`config.mk`:
```
export PLATFORM = sky130hd
export DESIGN_NAME = weight_load_sequencer_flat
export DESIGN_NICKNAME = d
export VERILOG_FILES = /design/src/rtl/weight_load_sequencer_pkg.sv /design/src/rtl/weight_load_sequencer_if.sv /design/src/rtl/weight_load_sequencer_rd_valid_pipe.sv /design/src/rtl/weight_load_sequencer.sv /design/src/flat_wrapper.sv
export SDC_FILE = /design/constraint.sdc
export NUM_CORES = 1
export LEC_CHECK = 0
export CORE_UTILIZATION = 59
export CTS_CLUSTER_SIZE = 25
export DETAILED_ROUTE_END_ITERATION = 16
export DONT_BUFFER_PORTS = 1
export MAX_ROUTING_LAYER = met4
export PLACE_DENSITY = 0.76
export SYNTH_ARGS = -nofsm -noshare
export SYNTH_HDL_FRONTEND = slang
export SYNTH_SLANG_ARGS = --single-unit
```
`constraint.sdc`:
```
create_clock -name clk -period 7 [get_ports clk]
set_input_delay 1.4 -clock clk [delete_from_list [all_inputs] [get_ports clk]]
set_output_delay 1.4 -clock clk [all_outputs]
set_load 0.005 [all_outputs]
```
`src/rtl/weight_load_sequencer_pkg.sv`:
```
// weight_seq_pkg: shared types and helpers for the weight load sequencer.
//   state_t   - FSM state encoding
//   filt_base - first BRAM address a filter's read sweep starts from
package weight_seq_pkg;

    typedef enum logic [2:0] {
        S_IDLE  = 3'd0,
        S_READ  = 3'd1,
        S_DRAIN = 3'd2,
        S_PAD   = 3'd3,
        S_HOLD  = 3'd4,
        S_DONE  = 3'd5
    } state_t;

    // Start address of filter f: base + f*K, moved to the last weight when
    // reading in reverse. Computed at 32 bits; the caller truncates to the
    // BRAM address width, which gives the modulo-2^ADDR_W wrap.
    function automatic logic [31:0] filt_base(input logic [31:0] base,
                                              input logic [31:0] f,
                                              input logic [31:0] k,
                                              input logic        rev);
        logic [31:0] b;
        b = base + f * k;
        if (rev) b = b + k - 32'd1;
        return b;
    endfunction

endpackage

```
`src/rtl/weight_load_sequencer_if.sv`:
```
// weight_load_sequencer_if: BRAM read port, shift-chain control and the
// per-filter handshake between the sequencer and the weight datapath.
//   rd_en / rd_addr  - weight BRAM read enable and address
//   shift_en         - per-lane shift enable (all bits identical)
//   data_sel         - 1 = BRAM data, 0 = zero into the chain
//   filter_loaded    - chain holds a complete filter
//   filter_ack       - consumer has used the loaded filter
// master = sequencer, slave = BRAM / shift-chain / consumer side.
interface weight_load_sequencer_if
    import weight_seq_pkg::*;
#(
    parameter int DIM    = 16,
    parameter int ADDR_W = 10
);
    logic              rd_en;
    logic [ADDR_W-1:0] rd_addr;
    logic [DIM-1:0]    shift_en;
    logic              data_sel;
    logic              filter_loaded;
    logic              filter_ack;

    modport master (
        output rd_en, rd_addr, shift_en, data_sel, filter_loaded,
        input  filter_ack
    );

    modport slave (
        input  rd_en, rd_addr, shift_en, data_sel, filter_loaded,
        output filter_ack
    );
endinterface

```
`src/rtl/weight_load_sequencer_rd_valid_pipe.sv`:
```
// rd_valid_pipe: delays the BRAM read enable by the read latency so that the
// delayed bit marks the cycle the read data is on the BRAM output.
//   clk, rst - clock, asynchronous active-high reset
//   flush    - synchronously clears every stage (abort)
//   vld_in   - read issued this cycle
//   vld_out  - read data valid this cycle
module rd_valid_pipe
    import weight_seq_pkg::*;
#(
    parameter int RD_LAT = 1
) (
    input  logic clk,
    input  logic rst,
    input  logic flush,
    input  logic vld_in,
    output logic vld_out
);
    logic [RD_LAT-1:0] vld_pipe_q, vld_pipe_d;

    always_comb begin
        vld_pipe_d = '0;
        if (!flush) begin
            vld_pipe_d[0] = vld_in;
            for (int i = 1; i < RD_LAT; i++) vld_pipe_d[i] = vld_pipe_q[i-1];
        end
    end

    always_ff @(posedge clk or posedge rst) begin
        if (rst) vld_pipe_q <= '0;
        else     vld_pipe_q <= vld_pipe_d;
    end

    assign vld_out = vld_pipe_q[RD_LAT-1];
endmodule

```
`src/rtl/weight_load_sequencer.sv`:
```
// weight_load_sequencer: streams K weights per filter from the weight BRAM
// into the DIM-lane shift chain, zero-pads to exactly DIM shifts, then holds
// the filter until the consumer acks it; repeats for F filters.
//   clk, rst        - clock, asynchronous active-high reset
//   start           - pulse, latches config (IDLE only)
//   abort           - return to IDLE next cycle, flush read pipe
//   kernel_size     - K, legal 1..DIM
//   num_filters     - F, legal >= 1
//   base_addr       - address of filter 0 weight 0
//   reverse         - read each filter's weights last-to-first
//   wl              - BRAM / shift-chain / handshake bundle (master side)
//   busy            - state != IDLE
//   done            - pulse after last filter ack
//   cfg_err         - pulse when start carries an illegal config
module weight_load_sequencer
    import weight_seq_pkg::*;
#(
    parameter int DIM    = 16,
    parameter int ADDR_W = 10,
    parameter int RD_LAT = 1,
    parameter int FILT_W = 6
) (
    input  logic                    clk,
    input  logic                    rst,
    input  logic                    start,
    input  logic                    abort,
    input  logic [$clog2(DIM):0]    kernel_size,
    input  logic [FILT_W-1:0]       num_filters,
    input  logic [ADDR_W-1:0]       base_addr,
    input  logic                    reverse,
    weight_load_sequencer_if.master wl,
    output logic                    busy,
    output logic                    done,
    output logic                    cfg_err
);
    localparam int KW    = $clog2(DIM) + 1;
    localparam int CNT_W = $clog2(DIM + RD_LAT) + 1;

    state_t            state_q, state_d;
    logic [KW-1:0]     k_q, k_d;
    logic [FILT_W-1:0] nf_q, nf_d;
    logic [FILT_W-1:0] f_q, f_d;
    logic [ADDR_W-1:0] base_q, base_d;
    logic              rev_q, rev_d;
    logic [CNT_W-1:0]  cnt_q, cnt_d;   // read index in READ, stage count in DRAIN, zeros in PAD
    logic              cfg_err_q, cfg_err_d;

    logic              cfg_ok;
    logic              rd_en_c;
    logic [ADDR_W-1:0] rd_addr_c;
    logic              zero_sel_c;
    logic              loaded_c;
    logic              done_c;
    logic              vld_out;

    assign cfg_ok = (kernel_size != '0) && (32'(kernel_size) <= 32'(DIM)) &&
                    (num_filters != '0);

    always_comb begin
        state_d    = state_q;
        k_d        = k_q;
        nf_d       = nf_q;
        f_d        = f_q;
        base_d     = base_q;
        rev_d      = rev_q;
        cnt_d      = cnt_q;
        cfg_err_d  = 1'b0;
        rd_en_c    = 1'b0;
        rd_addr_c  = '0;
        zero_sel_c = 1'b0;
        loaded_c   = 1'b0;
        done_c     = 1'b0;

        case (state_q)
            S_IDLE: begin
                if (start) begin
                    if (cfg_ok) begin
                        k_d     = kernel_size;
                        nf_d    = num_filters;
                        base_d  = base_addr;
                        rev_d   = reverse;
                        f_d     = '0;
                        cnt_d   = '0;
                        state_d = S_READ;
                    end else begin
                        cfg_err_d = 1'b1;
                    end
                end
            end
            S_READ: begin
                rd_en_c   = 1'b1;
                rd_addr_c = ADDR_W'(filt_base(32'(base_q), 32'(f_q), 32'(k_q), rev_q) +
                                    (rev_q ? (32'd0 - 32'(cnt_q)) : 32'(cnt_q)));
                if (32'(cnt_q) == 32'(k_q) - 32'd1) begin
                    cnt_d   = '0;
                    state_d = S_DRAIN;
                end else begin
                    cnt_d = cnt_q + CNT_W'(1);
                end
            end
            // Wait out the read latency so the last data shift lands before
            // any zero is pushed.
            S_DRAIN: begin
                if (32'(cnt_q) == 32'(RD_LAT - 1)) begin
                    cnt_d   = '0;
                    state_d = (32'(k_q) == 32'(DIM)) ? S_HOLD : S_PAD;
                end else begin
                    cnt_d = cnt_q + CNT_W'(1);
                end
            end
            S_PAD: begin
                zero_sel_c = 1'b1;
                if (32'(cnt_q) == 32'(DIM) - 32'(k_q) - 32'd1) begin
                    cnt_d   = '0;
                    state_d = S_HOLD;
                end else begin
                    cnt_d = cnt_q + CNT_W'(1);
                end
            end
            S_HOLD: begin
                loaded_c = 1'b1;
                if (wl.filter_ack) begin
                    if (f_q == nf_q - FILT_W'(1)) begin
                        state_d = S_DONE;
                    end else begin
                        f_d     = f_q + FILT_W'(1);
                        cnt_d   = '0;
                        state_d = S_READ;
                    end
                end
            end
            S_DONE: begin
                done_c     = 1'b1;
                zero_sel_c = 1'b1;
                state_d    = S_IDLE;
            end
            default: state_d = S_IDLE;
        endcase

        // Abort wins over any same-cycle start or ack.
        if (abort) begin
            state_d   = S_IDLE;
            cnt_d     = '0;
            f_d       = '0;
            cfg_err_d = 1'b0;
        end
    end

    always_ff @(posedge clk or posedge rst) begin
        if (rst) begin
            state_q   <= S_IDLE;
            k_q       <= '0;
            nf_q      <= '0;
            f_q       <= '0;
            base_q    <= '0;
            rev_q     <= 1'b0;
            cnt_q     <= '0;
            cfg_err_q <= 1'b0;
        end else begin
            state_q   <= state_d;
            k_q       <= k_d;
            nf_q      <= nf_d;
            f_q       <= f_d;
            base_q    <= base_d;
            rev_q     <= rev_d;
            cnt_q     <= cnt_d;
            cfg_err_q <= cfg_err_d;
        end
    end

    rd_valid_pipe #(.RD_LAT(RD_LAT)) u_rd_valid_pipe (
        .clk     (clk),
        .rst     (rst),
        .flush   (abort),
        .vld_in  (rd_en_c),
        .vld_out (vld_out)
    );

    assign wl.rd_en         = rd_en_c;
    assign wl.rd_addr       = rd_addr_c;
    assign wl.shift_en      = {DIM{vld_out || (state_q == S_PAD)}};
    // Returning data always selects BRAM, whatever the state.
    assign wl.data_sel      = vld_out || !zero_sel_c;
    assign wl.filter_loaded = loaded_c;
    assign busy             = (state_q != S_IDLE);
    assign done             = done_c;
    assign cfg_err          = cfg_err_q;
endmodule

```
`src/flat_wrapper.sv`:
```
// flat-port wrapper written by rule: the top's interface ports become plain ports
module weight_load_sequencer_flat import weight_seq_pkg::*;
#(
    parameter int DIM    = 16,
    parameter int ADDR_W = 10,
    parameter int RD_LAT = 1,
    parameter int FILT_W = 6
)
  (clk, rst, start, abort, kernel_size, num_filters, base_addr, reverse, busy, done, cfg_err, wl_rd_en, wl_rd_addr, wl_shift_en, wl_data_sel, wl_filter_loaded, wl_filter_ack);
  weight_load_sequencer_if #(.DIM(DIM), .ADDR_W(ADDR_W)) wl_i ();
  input  logic clk;
  input  logic rst;
  input  logic start;
  input  logic abort;
  input  logic [$clog2(DIM):0] kernel_size;
  input  logic [FILT_W-1:0] num_filters;
  input  logic [ADDR_W-1:0] base_addr;
  input  logic reverse;
  output logic busy;
  output logic done;
  output logic cfg_err;
  output wire logic [$bits(wl_i.rd_en)-1:0] wl_rd_en;
  output wire logic [$bits(wl_i.rd_addr)-1:0] wl_rd_addr;
  output wire logic [$bits(wl_i.shift_en)-1:0] wl_shift_en;
  output wire logic [$bits(wl_i.data_sel)-1:0] wl_data_sel;
  output wire logic [$bits(wl_i.filter_loaded)-1:0] wl_filter_loaded;
  input wire logic [$bits(wl_i.filter_ack)-1:0] wl_filter_ack;
  assign wl_rd_en = wl_i.rd_en;
  assign wl_rd_addr = wl_i.rd_addr;
  assign wl_shift_en = wl_i.shift_en;
  assign wl_data_sel = wl_i.data_sel;
  assign wl_filter_loaded = wl_i.filter_loaded;
  assign wl_i.filter_ack = wl_filter_ack;
  weight_load_sequencer #(.DIM(DIM), .ADDR_W(ADDR_W), .RD_LAT(RD_LAT), .FILT_W(FILT_W)) u_core (.clk(clk), .rst(rst), .start(start), .abort(abort), .kernel_size(kernel_size), .num_filters(num_filters), .base_addr(base_addr), .reverse(reverse), .wl(wl_i), .busy(busy), .done(done), .cfg_err(cfg_err));
endmodule
```
==> flow_metrics.env, run 1 <==
export IMPL_drt_pass1_iterations=5
export IMPL_clk_latency_ps=290
export IMPL_async_reset_ff_frac=1.00
export IMPL_multi_input_area_um2=3430
export IMPL_port_buffers=0
export IMPL_syn_to_final_growth_pct=11.2
export IMPL_outcome="complete, but fails checks"
export IMPL_total_power_mw=2.78
export IMPL_max_freq_ghz=0.140
export IMPL_place_congestion=0.887
export IMPL_cts_hold_buffers=0
export IMPL_final_util=0.675
export IMPL_track_usage=0.266
export IMPL_cp_depth=25
export IMPL_critPathMaxStageDelay_ps=530
export IMPL_endpoint_kind="output pin"
export IMPL_core_area_um2=7730
export IMPL_grt_pass1_wl_mm=17.2
export IMPL_vias=3840
export IMPL_finalClockSkew_ps=17.3
export IMPL_path_buf_inv=6
export IMPL_synth_area_leader_cell="dfrtp_1"
export IMPL_initial_core_util=0.607
export IMPL_vdd_drop_max_mv=0.241
export IMPL_ys_seq_area_frac=0.208
export IMPL_syn_instance_count=549
export IMPL_cts_tree="yes"
export IMPL_drive_gt1_frac=0.216
export IMPL_synth_distinct_cells=61
export IMPL_power_leakage_nw=2.44
export IMPL_syn_area_um2=4690
export IMPL_register_area_um2=981
export IMPL_first_global_vias=3786
export IMPL_ys_ff_latch=39
export IMPL_min_period_ps=7140
export IMPL_violations="negative setup slack"
export IMPL_grt_setup_unrepaired="true"
export IMPL_die_w_um=91.2
export IMPL_dp_hpwl_mm=7.85
export IMPL_htree_levels=2
export IMPL_num_rows=32
export IMPL_dieArea_um2=8320
export IMPL_diodes=0
export IMPL_yosysMostFrequentCell="inv_1"
export IMPL_fill_cells=590
export IMPL_syn_avg_cell_area_um2=8.55
export IMPL_ys_flop_type="dfrtp_1"
export IMPL_cp_max_fo=5
export IMPL_io_pin_count=59
export IMPL_routed_wl_mm=10.4
export IMPL_hold_depth=1
export IMPL_fin_crit_sh=1.02
export IMPL_timing_final_ws_setup_ps=-142
export IMPL_nNetsFinal=657
export IMPL_grt_overflow=0
export IMPL_final_hold_viol_count=0
export IMPL_cp_top_family="adder cells"
export IMPL_routed_via_density=5.81
export IMPL_cts_buffer_depth=2
export IMPL_cp_start_kind="flip-flop"
export IMPL_report_final_slew_viol_count=0
export IMPL_r2r_cells=16
export IMPL_cts_root_buf="clkbuf_8"
export IMPL_antenna_left=0
export IMPL_cap_violations=0
export IMPL_relSlewSlack=0.268
export IMPL_grt_max_degree=31
export IMPL_drt_iter0_drc=191
export IMPL_path_clk_slew_ps=90
export IMPL_synth_nets=648
export IMPL_synth_edf_count=0
export IMPL_cts_sinks=39
export IMPL_crit_required_ps=5600
export IMPL_synth_top_cell_area_share=0.208
export IMPL_fin_setup_tns_ps=-142
export IMPL_worstPathArrival_ps=5740
export IMPL_die_y_um=91.2
export IMPL_critPathKind="reg2out"
export IMPL_cts_buffers=5
export IMPL_synth_area_leaders="dfrtp_1, ha_1, fa_1, xnor2_1, mux2_2"
export IMPL_synth_commonest_cells="inv_1, ha_1, nand2_1, dfrtp_1, nor2_1"
export IMPL_min_path_type="reg2reg"
export IMPL_antenna_found_initial=0
export IMPL_drc=0
export IMPL_tightest_slew_ps=1090
export IMPL_power_density_nw_per_um2=533
export IMPL_wl_per_cell_um=15.8
export IMPL_setup_viol=1
export IMPL_yosys_warnings=0
export IMPL_slowest_stage="fa_1"
-- area by class of cell --
class	instances	share of cell area
clock inverter	2	0.00671
tap	102	0.0245
sequential	39	0.188
timing repair buffer	42	0.0626
inverter	63	0.0458
clock buffer	6	0.0158
multi-input combinational	407	0.657
-- flip-flops by register name, summed over array words and instances, names as in the netlist --
signal                          count
u_core.cnt_q                        6
u_core.state_q                      3
u_core.cfg_err                      1
u_core.u_rd_valid_pipe.vld_out      1
u_core.f_q                          6
u_core.base_q                      10
u_core.k_q                          5
u_core.rev_q                        1
u_core.nf_q                         6
-- through the flow --
step / worst slack (ps) / cells / hold WS [ps] / cell area [um2]
floorplan: 1.91 / 549 / 479 / 4730
global placement: 28.5 / 640 / 493 / 4840
detailed placement: -178 / 640 / 501 / 4840
CTS: -167 / 658 / 520 / 5150
global route: -379 / 661 / 553 / 5220
finish: -142 / 661 / 520 / 5220
-- worst register-to-register path, stage by stage (launching register included) --
cell       delay, ps
dfrtp_2          440
buf_4            140
buf_4            120
buf_4            150
inv_1            120
ha_1             240
nor3b_1          330
ha_1             350
or3_1            440
nand2b_1         170
ha_1             280
nor4b_1          350
o2111ai_1        250
o31ai_4          270
and2_2           250
nor3_1            70
a211o_1          280
-- final timing paths --
kind	from	to	slack, ps
max	u_core.k_q[1]$_DFFE_PP0P_	wl_rd_addr[9]	-140
min	u_core.base_q[5]$_DFFE_PP0P_	u_core.base_q[5]$_DFFE_PP0P_	520
max reg2reg	u_core.k_q[0]$_DFFE_PP0P_	u_core.cnt_q[4]$_DFFE_PP0P_	2660
min reg2reg	u_core.base_q[5]$_DFFE_PP0P_	u_core.base_q[5]$_DFFE_PP0P_	520
max in group asynchronous	rst	u_core.f_q[4]$_DFFE_PP0P_	5260
min in group asynchronous	rst	u_core.cfg_err$_DFF_PP0_	980
-- logic make-up (layout without fill, tap and decap cells) --
kind of cell / count (synthesis) / after routing / share of synthesized area
muxes: 25 / 25 / 0.0592
DFF: 39 / 39 / 0.208
adders and majority gates: 72 / 72 / 0.227
AOI/OAI and AO/OA: 89 / 89 / 0.126
and+or+nand+nor: 175 / 175 / 0.193
xor gates and xnor gates: 46 / 46 / 0.0888
buffers and inverters: 103 / 113 / 0.0976
-- repair_timing --
action                                  in CTS  in global routing
hold endpoints to repair                     0                  0
buffers inserted                            10                  3
pin swaps                                   21                 10
gates resized for setup                     30                 13
endpoints found under the setup margin       1                  2
-- where the power goes --
part / leakage, nW / internal, mW / switching (mW) / total [mW]
clock network: 0.0612 / 0.115 / 0.0815 / 0.197
logic: 1.89 / 1.06 / 1.09 / 2.16
registers: 0.488 / 0.307 / 0.123 / 0.429
total: 2.44 / 1.49 / 1.30 / 2.78
-- cell usage in the layout, fill, tap and decap left out, types with 5 or more instances in the layout --
master / n
a31oi_1: 6
a21oi_2: 5
inv_1: 58
ha_4: 6
fa_1: 21
clkbuf_8: 6
o21ai_0: 21
and2_1: 14
a21oi_1: 14
xor2_1: 15
a21o_1: 9
nand2_1: 39
nand2b_1: 14
nand3_1: 8
nor2_1: 36
nor3_1: 12
dfrtp_1: 35
or3_1: 7
nand3b_1: 5
mux2_2: 22
xnor2_1: 29
and3_1: 5
ha_1: 42
nand2_2: 5
buf_4: 39
o211ai_1: 5
-- per-layer routing --
| layer | vias to the layer above | part of all wire | GRT usage |
|---|---|---|---|
| met1 | 1849 | 0.41 | 0.307 |
| met5 | - | 0 | - |
| met3 | 27 | 0.044 | 0.0394 |
| li1 | 1845 | - | - |
| met4 | 0 | 0.025 | 0.0926 |
| met2 | 119 | 0.52 | 0.472 |
(Power assumes the default switching activity.)
==> inputs of run 2 (changes only) <==
GPL_TIMING_DRIVEN = 0   (was not set)
==> run 2 against run 1 <==
Net effect: the run still ends with negative setup slack left; die area unchanged; first-iteration DRC count increased by 16%; setup slack got worse by 14 ps; clock power decreased by 21%; final area up 3.6%; register-to-register slack better by 110 ps; sequential share of layout area down 0.68 points; total power rose by 3.8%; sequential power fell by 13%; final cell count increased by 3.9%; highest routed layer unchanged.
==> flow_metrics.env, run 2 (same netlist as run 1, synthesis figures left out) <==
export IMPL_cap_violations=0
export IMPL_first_global_vias=4136
export IMPL_cts_sinks=39
export IMPL_min_period_ps=7160
export IMPL_routed_wl_mm=11.1
export IMPL_initial_core_util=0.607
export IMPL_drt_iter0_drc=222
export IMPL_antenna_left=0
export IMPL_fill_cells=565
export IMPL_drt_pass1_iterations=5
export IMPL_critPathMaxStageDelay_ps=530
export IMPL_min_path_type="reg2reg"
export IMPL_cp_top_family="adder cells"
export IMPL_routed_via_density=5.84
export IMPL_track_usage=0.290
export IMPL_grt_use_met1=0.343
export IMPL_worstPathArrival_ps=5760
export IMPL_path_clk_slew_ps=80
export IMPL_use_met3=0.0477
export IMPL_nNetsFinal=683
export IMPL_port_buffers=0
export IMPL_largest_register="u_core.base_q"
export IMPL_fin_crit_sh=1.02
export IMPL_cp_depth=25
export IMPL_timing_final_ws_setup_ps=-156
export IMPL_reg2reg_to="u_core.cnt_q[4]$_DFFE_PP0P_"
export IMPL_wl_per_cell_um=16.1
export IMPL_antenna_found_initial=0
export IMPL_finalInstanceArea_um2=5410
export IMPL_setup_viol=1
export IMPL_io_pin_count=59
export IMPL_cts_buffers=5
export IMPL_diodes=0
export IMPL_finalClockSkew_ps=8.23
export IMPL_cp_max_fo=6
export IMPL_place_congestion=0.866
export IMPL_report_final_slew_viol_count=0
export IMPL_hold_depth=1
export IMPL_place_area_um2=4860
export IMPL_final_cell_mix="inv_1, buf_4, nand2_1, ha_1"
export IMPL_relSlewSlack=0.450
export IMPL_outcome="complete, but fails checks"
export IMPL_die_y_um=91.2
export IMPL_fin_setup_tns_ps=-156
export IMPL_mostFrequentLayoutCell="inv_1"
export IMPL_cts_root_buf="clkbuf_8"
export IMPL_clk_latency_ps=300
export IMPL_drc=0
export IMPL_hp_start="u_core.base_q[4]$_DFFE_PP0P_"
export IMPL_largest_reg_flops=10
export IMPL_r2r_cells=15
export IMPL_grt_pass1_wl_mm=18.9
export IMPL_drive_gt1_frac=0.246
export IMPL_reg2reg_slack_ps=2770
export IMPL_grt_overflow=0
export IMPL_num_rows=32
export IMPL_dieArea_um2=8320
export IMPL_whs_ps=517
export IMPL_reg2reg_from="u_core.k_q[0]$_DFFE_PP0P_"
export IMPL_max_freq_ghz=0.140
export IMPL_cp_start_kind="flip-flop"
export IMPL_die_w_um=91.2
export IMPL_syn_to_final_growth_pct=15.2
export IMPL_vias=4012
export IMPL_crit_required_ps=5600
export IMPL_whs_endpoint="u_core.base_q[4]$_DFFE_PP0P_"
export IMPL_top_usage_layer="met2"
export IMPL_cts_hold_buffers=0
export IMPL_critPathKind="reg2out"
export IMPL_path_buf_inv=6
export IMPL_power_leakage_nw=2.53
export IMPL_met2_usage=0.489
export IMPL_grt_max_degree=40
export IMPL_vdd_drop_max_mv=0.237
export IMPL_endpoint_kind="output pin"
export IMPL_grt_setup_unrepaired="true"
export IMPL_slowest_stage="fa_1"
export IMPL_dp_hpwl_mm=8.04
export IMPL_final_hold_viol_count=0
export IMPL_cts_tree="yes"
export IMPL_core_area_um2=7730
export IMPL_htree_levels=2
export IMPL_cts_buffer_depth=2
export IMPL_tightest_slew_ps=823
export IMPL_power_density_nw_per_um2=534
export IMPL_violations="negative setup slack"
[run 2: how the worst max path moves through the flow]
| stage | slack (ps) | startpoint | end |
|---|---|---|---|
| 5_1_grt | -390 | u_core.k_q[1]$_DFFE_PP0P_ | wl_rd_addr[9] |
| 3_3_place_gp | -310 | u_core.k_q[0]$_DFFE_PP0P_ | wl_rd_addr[9] |
| 6_report | -160 | u_core.k_q[1]$_DFFE_PP0P_ | wl_rd_addr[9] |
| 4_1_cts | -90 | u_core.f_q[2]$_DFFE_PP0P_ | wl_rd_addr[9] |
| 2_1_floorplan | 2 | u_core.k_q[4]$_DFFE_PP0P_ | wl_rd_addr[9] |
| 3_5_place_dp | -410 | u_core.k_q[0]$_DFFE_PP0P_ | wl_rd_addr[9] |
[run 2: final cells by class]
cell class,count,area [um2],area share
well taps,102,128,0.0236
flip-flops and latches,39,980,0.181
clock inverters,2,12.5,0.00231
multi-input cells,407,3470,0.642
inverters,63,239,0.0442
plain buffers,39,285,0.0527
clock buffers,6,72.6,0.0134
repair buffers,29,218,0.0402
[run 2: report_power, final]
group	internal (mW)	switching, mW	total [mW]
logic	1.14	1.22	2.36
registers	0.306	0.0678	0.374
clock network	0.0698	0.0863	0.156
total	1.51	1.37	2.89
[run 2: worst register-to-register path, stage by stage (launching register included)]
cell and delay (ps):
dfrtp_1 410, buf_6 140, buf_4 160, inv_1 110
ha_1 250, nor3b_1 330, ha_1 350, or3_1 420
nand2b_1 160, ha_1 280, nor4b_1 380, o2111ai_1 260
o31ai_4 270, and2_2 260, nor3_1 70, a211o_1 290
[run 2: stage by stage]
stage / power, mW / utilization / cells / setup WS, ps
2_1_floorplan: 1.95 / - / 549 / 1.91
3_3_place_gp: 2.21 / 0.629 / 651 / -307
3_5_place_dp: 2.29 / 0.629 / 651 / -406
4_1_cts: 2.74 / 0.690 / 683 / -91.3
5_1_grt: 3.18 / 0.700 / 687 / -389
6_report: 2.89 / 0.700 / 687 / -156
[run 2: layer usage]
layer	vias to the layer above	wire length (um)	share of wire
met5	-	0	0
met1	1955	4660	0.42
met2	129	5530	0.50
li1	1898	-	-
met3	30	548	0.050
met4	0	321	0.029
[run 2: repair_timing]
| action | CTS | global route |
|---|---|---|
| resized for setup | 53 | 9 |
| pin swaps | 36 | 8 |
| endpoints found under the setup margin | 2 | 2 |
| setup buffers | 25 | 4 |
